File: src/rtl/uart_pkg.sv
// Shared UART constants and helpers: idle level, default oversampling,
// prescaler divisor calculation and the majority-vote window.
package uart_pkg;

  localparam logic        UART_IDLE_LVL    = 1'b1;
  localparam int unsigned UART_DEFAULT_OVS = 16;

  // Rounded clocks per oversample tick; a result of 0 is rejected at elaboration.
  function automatic int unsigned calc_div(int unsigned clk_freq, int unsigned baud,
                                           int unsigned ovs);
    int unsigned den;
    den = baud * ovs;
    return (clk_freq + den / 2) / den;
  endfunction

  // Vote window is centred on the mid-bit oversample: OVS/2-2 .. OVS/2.
  function automatic int unsigned vote_first(int unsigned ovs);
    return ovs / 2 - 2;
  endfunction

  function automatic int unsigned vote_last(int unsigned ovs);
    return ovs / 2;
  endfunction

  function automatic logic maj3(logic a, logic b, logic c);
    return (a & b) | (a & c) | (b & c);
  endfunction

endpackage

File: src/rtl/sync_2ff.sv
// Two-flop synchroniser for a single asynchronous input, with a configurable
// reset level so the chain powers up at the line's idle state.
module sync_2ff #(
  parameter logic RESET_VAL = 1'b1
) (
  input  logic clk_i,
  input  logic rst_i,
  input  logic d_i,
  output logic q_o
);

  logic [1:0] sync_q;
  logic [1:0] sync_d;

  always_comb begin
    sync_d = {sync_q[0], d_i};
  end

  always_ff @(posedge clk_i or posedge rst_i) begin
    if (rst_i) begin
      sync_q <= {2{RESET_VAL}};
    end else begin
      sync_q <= sync_d;
    end
  end

  assign q_o = sync_q[1];

endmodule

File: src/rtl/uart_rx_sampler.sv
// UART receive front end: synchronises RXD, times oversample ticks, majority-votes
// three mid-bit samples and hands the result to the framing FSM with a strobe.
module uart_rx_sampler
  import uart_pkg::*;
#(
  parameter int unsigned CLK_FREQ = 50_000_000,
  parameter int unsigned BAUD     = 115_200,
  parameter int unsigned OVS      = UART_DEFAULT_OVS
) (
  input  logic CLK,
  input  logic RST,
  input  logic RXD,
  input  logic RXCT_R,
  output logic RXD_RG,
  output logic RX_CE,
  output logic OS_TICK
);

  localparam int unsigned DIV = calc_div(CLK_FREQ, BAUD, OVS);
  localparam int unsigned PW  = (DIV > 1) ? $clog2(DIV) : 1;
  localparam int unsigned OW  = $clog2(OVS);

  localparam logic [PW-1:0] PRESC_MAX  = PW'(DIV - 1);
  localparam logic [OW-1:0] OS_MAX     = OW'(OVS - 1);
  localparam logic [OW-1:0] VOTE_FIRST = OW'(vote_first(OVS));
  localparam logic [OW-1:0] VOTE_LAST  = OW'(vote_last(OVS));

  if (DIV < 1) begin : g_bad_div
    $error("uart_rx_sampler: CLK_FREQ/(BAUD*OVS) rounds to zero");
  end
  if ((OVS < 8) || (OVS % 2 != 0)) begin : g_bad_ovs
    $error("uart_rx_sampler: OVS must be even and at least 8");
  end

  logic          rxd_s;
  logic [PW-1:0] presc_q, presc_d;
  logic [OW-1:0] os_cnt_q, os_cnt_d;
  logic [2:0]    vote_q, vote_d;
  logic          rxd_rg_q, rxd_rg_d;
  logic          rx_ce_q, rx_ce_d;
  logic          os_tick;

  sync_2ff #(
    .RESET_VAL(UART_IDLE_LVL)
  ) u_sync_rxd (
    .clk_i(CLK),
    .rst_i(RST),
    .d_i  (RXD),
    .q_o  (rxd_s)
  );

  // Gating by RXCT_R means a hold-to-run transition never sees a stale tick.
  assign os_tick = ~RST & ~RXCT_R & (presc_q == PRESC_MAX);

  always_comb begin
    presc_d  = presc_q;
    os_cnt_d = os_cnt_q;
    vote_d   = vote_q;
    rxd_rg_d = rxd_rg_q;
    rx_ce_d  = 1'b0;
    if (RXCT_R) begin
      presc_d  = '0;
      os_cnt_d = '0;
      rxd_rg_d = rxd_s;
    end else begin
      presc_d = os_tick ? '0 : presc_q + 1'b1;
      if (os_tick) begin
        os_cnt_d = (os_cnt_q == OS_MAX) ? '0 : os_cnt_q + 1'b1;
        if ((os_cnt_q >= VOTE_FIRST) && (os_cnt_q <= VOTE_LAST)) begin
          vote_d = {vote_q[1:0], rxd_s};
        end
        // Third sample joins the vote directly rather than waiting a cycle.
        if (os_cnt_q == VOTE_LAST) begin
          rx_ce_d  = 1'b1;
          rxd_rg_d = maj3(vote_q[1], vote_q[0], rxd_s);
        end
      end
    end
  end

  always_ff @(posedge CLK or posedge RST) begin
    if (RST) begin
      presc_q  <= '0;
      os_cnt_q <= '0;
      vote_q   <= {3{UART_IDLE_LVL}};
      rxd_rg_q <= UART_IDLE_LVL;
      rx_ce_q  <= 1'b0;
    end else begin
      presc_q  <= presc_d;
      os_cnt_q <= os_cnt_d;
      vote_q   <= vote_d;
      rxd_rg_q <= rxd_rg_d;
      rx_ce_q  <= rx_ce_d;
    end
  end

  assign RXD_RG  = rxd_rg_q;
  assign RX_CE   = rx_ce_q;
  assign OS_TICK = os_tick;

endmodule

File: config.mk
export PLATFORM = sky130hd
export DESIGN_NAME = uart_rx_sampler
export DESIGN_NICKNAME = d
export VERILOG_FILES = /design/src/rtl/uart_pkg.sv /design/src/rtl/sync_2ff.sv /design/src/rtl/uart_rx_sampler.sv
export SDC_FILE = /design/constraint.sdc
export NUM_CORES = 1
export LEC_CHECK = 0
export CAP_MARGIN = 20
export CORE_UTILIZATION = 55
export DETAILED_ROUTE_END_ITERATION = 7
export GPL_ROUTABILITY_DRIVEN = 0
export PLACE_DENSITY = 0.85
export REMOVE_ABC_BUFFERS = 1
export SYNTH_ARGS = -nofsm -noshare
export SYNTH_HDL_FRONTEND = slang
export SYNTH_SLANG_ARGS = --single-unit
File: constraint.sdc
create_clock -name CLK -period 4.3 [get_ports CLK]
set_input_delay 0.86 -clock CLK [delete_from_list [all_inputs] [get_ports CLK]]
set_output_delay 0.86 -clock CLK [all_outputs]
set_load 0.01 [all_outputs]
==> Word level (Yosys, flattened, before mapping) <==
Index checks and enable logic that the tools add are counted.
{ "word_totals": {"register_bits": 15, "latch_bits": 0, "ram_bits": 0, "mem_bits_ro": 0, "in_bits": 4, "word_cells": 38, "n_memories": 0} }
{ "classes": {"add_sub_neg": 2, "mul": 0, "n_div": 0, "magnitude_cmp": 2, "n_eq_ne": 3, "shift": 0, "muxes": 11, "bitwise": 9, "n_reduce_logical": 5} }
{ "op_table": {"columns": ["operator", "n"], "rows": [
  ["$mux W4", 3],
  ["$mux W5", 2],
  ["$eq A4 B4 Y1 const B", 2],
  ["$mux W1", 6],
  ["$add A5 B1 Y5 const B", 1],
  ["$and A1 B1 Y1", 5],
  ["$eq A5 B5 Y1 const B", 1],
  ["$add A4 B1 Y4 const B", 1],
  ["$ge A4 B3 Y1 const B", 1],
  ["$le A4 B4 Y1 const B", 1],
  ["$reduce_bool A2 Y1", 2],
  ["$reduce_and A3 Y1", 1],
  ["$not A1 Y1", 2],
  ["$or A1 B1 Y1", 2],
  ["$reduce_and A2 Y1", 1],
  ["$logic_and A1 B1 Y1", 1]
]} }

==> Depth between registers and ports, before layout <==
{ "depth": {"depth_word": 6, "mapped_depth": 7} }

==> Cells and area by module <==
From an unflattened synthesis, not the netlist that was laid out.
{ "hier_totals": {"hier_cells": 63, "area_unflattened_um2": 760.7} }
{ "by_module_without_submodules": {"columns": ["module", "n_inst", "cells_each", "area_per_inst_um2", "seq_area_each_um2"], "rows": [
  ["uart_rx_sampler", 1, 60, 704.4, 329.1],
  ["sync_2ff", 1, 3, 56.3, 52.6]
]} }

==> Least setup slack after synthesis <==
No wires, ideal clock.
{ "synth_path": {"path_kind": "input-to-output", "from": "input port RXCT_R", "to": "output port OS_TICK", "arrival_ns": 1.415, "t_required_ns": 3.440, "slack_ns": 2.025, "path_stages": 4, "cell_sequence": "buf_6 > and4bb_4 > nand2_4 > clkinv_2"} }
{ "synth_via": {"elab_chain_cells": 3} }
{ "synth_rtl": {"columns": ["item", "line", "text"], "rows": [
  ["from (decl)", "uart_rx_sampler.sv:13", "input logic RXCT_R,"],
  ["$not A1 Y1 (no source line)", null, null],
  ["$and A1 B1 Y1 (2 in a row)", "uart_rx_sampler.sv:53", "assign os_tick = ~RST & ~RXCT_R & (presc_q == PRESC_MAX);"],
  ["to (decl)", "uart_rx_sampler.sv:16", "output logic OS_TICK"]
]} }
Every way passes these cells.

==> Worst setup path in the final report <==
Ends and elaborated chain as after synthesis.

==> impl_results.md <==
- Dominant cell type by area after synthesis: dfrtp_1
- DRC Markers: 0
- RSZ-0062 raised after global routing: false
- Drt first pass iters: 4
- Syn Area/Cell: 11.9 um^2
- Final setup TNS: 0 ps
- Wire per inst: 13.4 um
- Critical Path Sink Type: output pin
- Number of fill cells: 89
- Outcome: complete, no violations
- CTS resizes: 0
- Routed vias: 476
- # clock sinks: 15
- Reg area: 382 um^2
- Number of global-route vias before repair: 463
- Share of post-route cells with drive strength above 1: 22.2%
- TritonCTS clock tree: built
- Htree depth: 1
- Antenna violations before repair: 0
- Post-route ant nets: 0
- Bufs on Longest Clock Path: 2
- VDD IR max: 0.190 mV
- PD cells: 293 nW/um^2
- Worst Path Max Fanout: 9
- Area after DPL: 815 um^2
- Top cell type's share of synthesized area: 33.4%
- Async SR Flop Fraction: 100%
- Final slew viol count: 0
- WP data arrival: 2470 ps
- Nature of the critical path startpoint: primary input
- Area of the multi-input gates: 339 um^2
- CTS clk-pin slew, worst paths: 90 ps
- Row count: 12
- Final setup violation count: 0
- Post-synth top flop: dfrtp_1
- Post-DP HPWL: 872 um
- IO Pins: 7
- Final nets: 81
- Core area: 1190 um^2
- Distinct cells, synth: 25
- Synth warnings: 0
- Worst r2r src: presc_q[0]
- Post-Syn Area: 748 um^2
- CTS buffer count: 3
- Crit. Startpoint: RXCT_R
- Fin crit share: 77.3%
- Post-CTS Setup Bufs: 0
- DR vias/cell: 5.53
- Layout Skew: 4.11 ps
- DR iter-0 viols: 5
- Post-synthesis sequential area ratio: 51.0%
- Max incr delay on CP: 540 ps
- Worst slew pin tran: 554 ps
- Worst hold start: u_sync_rxd.sync_q[0]
- Total GRT Usage: 18.4%
- Slew headroom: 63.0%
- Die height: 38.9 um
- DIE AREA: 1510 um^2
- Port buffer count: 6
- Starting Density: 63.1%
- Post-layout min period: 3330 ps
- Fmax: 301 MHz
- CP max-delay cell: clkdlybuf4s50_1
- Syn Inst Count: 63
- Die width: 38.9 um
- Synth top area cells: dfrtp_1 (33%), dfstp_2 (18%), ha_1 (6.7%), mux2_4 (4.0%), nor2_1 (3.5%)
- Maxcap violations: 0
- CTS Hold Bufs: 0
- Pleak: 0.000391 uW
- Number of synthesized flops with an enable pin: 0
- Crit path kind: primary input to output pin
- # diodes: 0
- Post-Route WL: 1160 um
- Grt ovf: 0
- Final Hold Fails: 0
- Flops & latches, synth: 15
- Most used cell, CP: clkdlybuf4s50_1
- CP required: 3440 ps
- Critical Path, Cell by Cell: clkdlybuf4s50_1 > and4bb_4 > nand2_4 > clkinv_2 > clkdlybuf4s50_1
- HP Class: register to register
- Worst skew pair latency: 270 ps
- Final std cell area, no fill: 841 um^2
- Largest net degree at the start of global routing: 17
- Synthesis-to-layout area growth: 12.4%
- CTS root buffer: clkbuf_4
- First-pass GRT wire length: 1860 um
-- cells in the mapped netlist (all sizes together), types with 2 or more instances --
master  number
nand3b       2
and3         2
a21oi        2
dfstp        5
ha           4
mux2         2
nand3        5
and2b        2
nor2         7
o21ai        6
xor2         3
inv          3
dfrtp       10
-- report_power, final --
group	internal, uW	leakage (uW)	switching [uW]
Clock	35.9	0.0000150	43.8
Combinational	8.37	0.000187	8.51
Sequential	147	0.000189	3.08
Total	191	0.000391	55.4
-- flip-flops by register name (all words and copies together) (netlist names) --
register,count
RXD_RG,1
presc_q,5
u_sync_rxd.sync_q,2
vote_q,2
os_cnt_q,4
RX_CE,1
-- logic make-up (layout without fill, tap and decap cells) --
logic type / count (synthesis) / count (layout) / share of synthesized area, %
compound gates: 11 / 11 / 9.36
xor+xnor: 4 / 4 / 4.68
fa+ha+maj: 4 / 4 / 6.69
buf+inv: 5 / 14 / 3.68
flops: 15 / 15 / 51.0
mux: 2 / 2 / 4.01
simple gates: 22 / 22 / 20.6
-- worst paths after layout --
kind	endpoint	slack, ps	cells past startpoint
min in group asynchronous	presc_q[3]	970	2
max in group asynchronous	vote_q[0]	2960	2
max reg2reg	vote_q[1]	2750	7
max	OS_TICK	970	5
min reg2reg	u_sync_rxd.sync_q[1]	360	0
min	u_sync_rxd.sync_q[1]	360	0
-- per-layer routing --
layer  up-vias  share of wire, %  global-route usage, %
li1        235                 -                      -
met1       234                49                   22.1
met2         5                48                   31.7
met3         2               2.4                   5.20
met4         0              0.69                   5.17
met5         -                 0                      0
-- cells in the final DEF, fill, tap and decap left out, types with 2 or more instances in the layout --
| master | netlist | routed |
|---|---|---|
| nand3_1 | 5 | 5 |
| inv_1 | 3 | 3 |
| nor2_1 | 7 | 7 |
| dfrtp_1 | 10 | 10 |
| a21oi_1 | 2 | 2 |
| mux2_4 | 2 | 2 |
| xor2_1 | 3 | 3 |
| o21ai_0 | 5 | 5 |
| clkdlybuf4s50_1 | 0 | 6 |
| nand3b_1 | 2 | 2 |
| clkbuf_4 | 0 | 3 |
| ha_1 | 4 | 4 |
| and3_1 | 2 | 2 |
| dfstp_2 | 5 | 5 |
-- worst max-delay path, delay by kind of cell --
| family | cells | cell delay (ps) |
|---|---|---|
| AND/OR/NAND/NOR | 2 | 470 |
| buffers and inverters | 3 | 1140 |
-- final cells by class --
class,count,area share [%]
Multi-Input combinational cell,43,40.3
Tap cell,14,2.08
Inverter,4,1.93
Clock buffer,4,3.13
Timing Repair Buffer,6,7.14
Sequential cell,15,45.4
-- per-stage QoR --
step	total power, uW	cells	utilization (%)	hold WS, ps	setup WS, ps
global route	257	86	70.9	366	920
finish	246	86	70.9	365	974
floorplan	161	62	-	345	2110
global placement	169	82	68.7	346	1020
CTS	246	86	70.9	365	970
detailed placement	170	82	68.7	352	962
(Power assumes the default switching activity.)
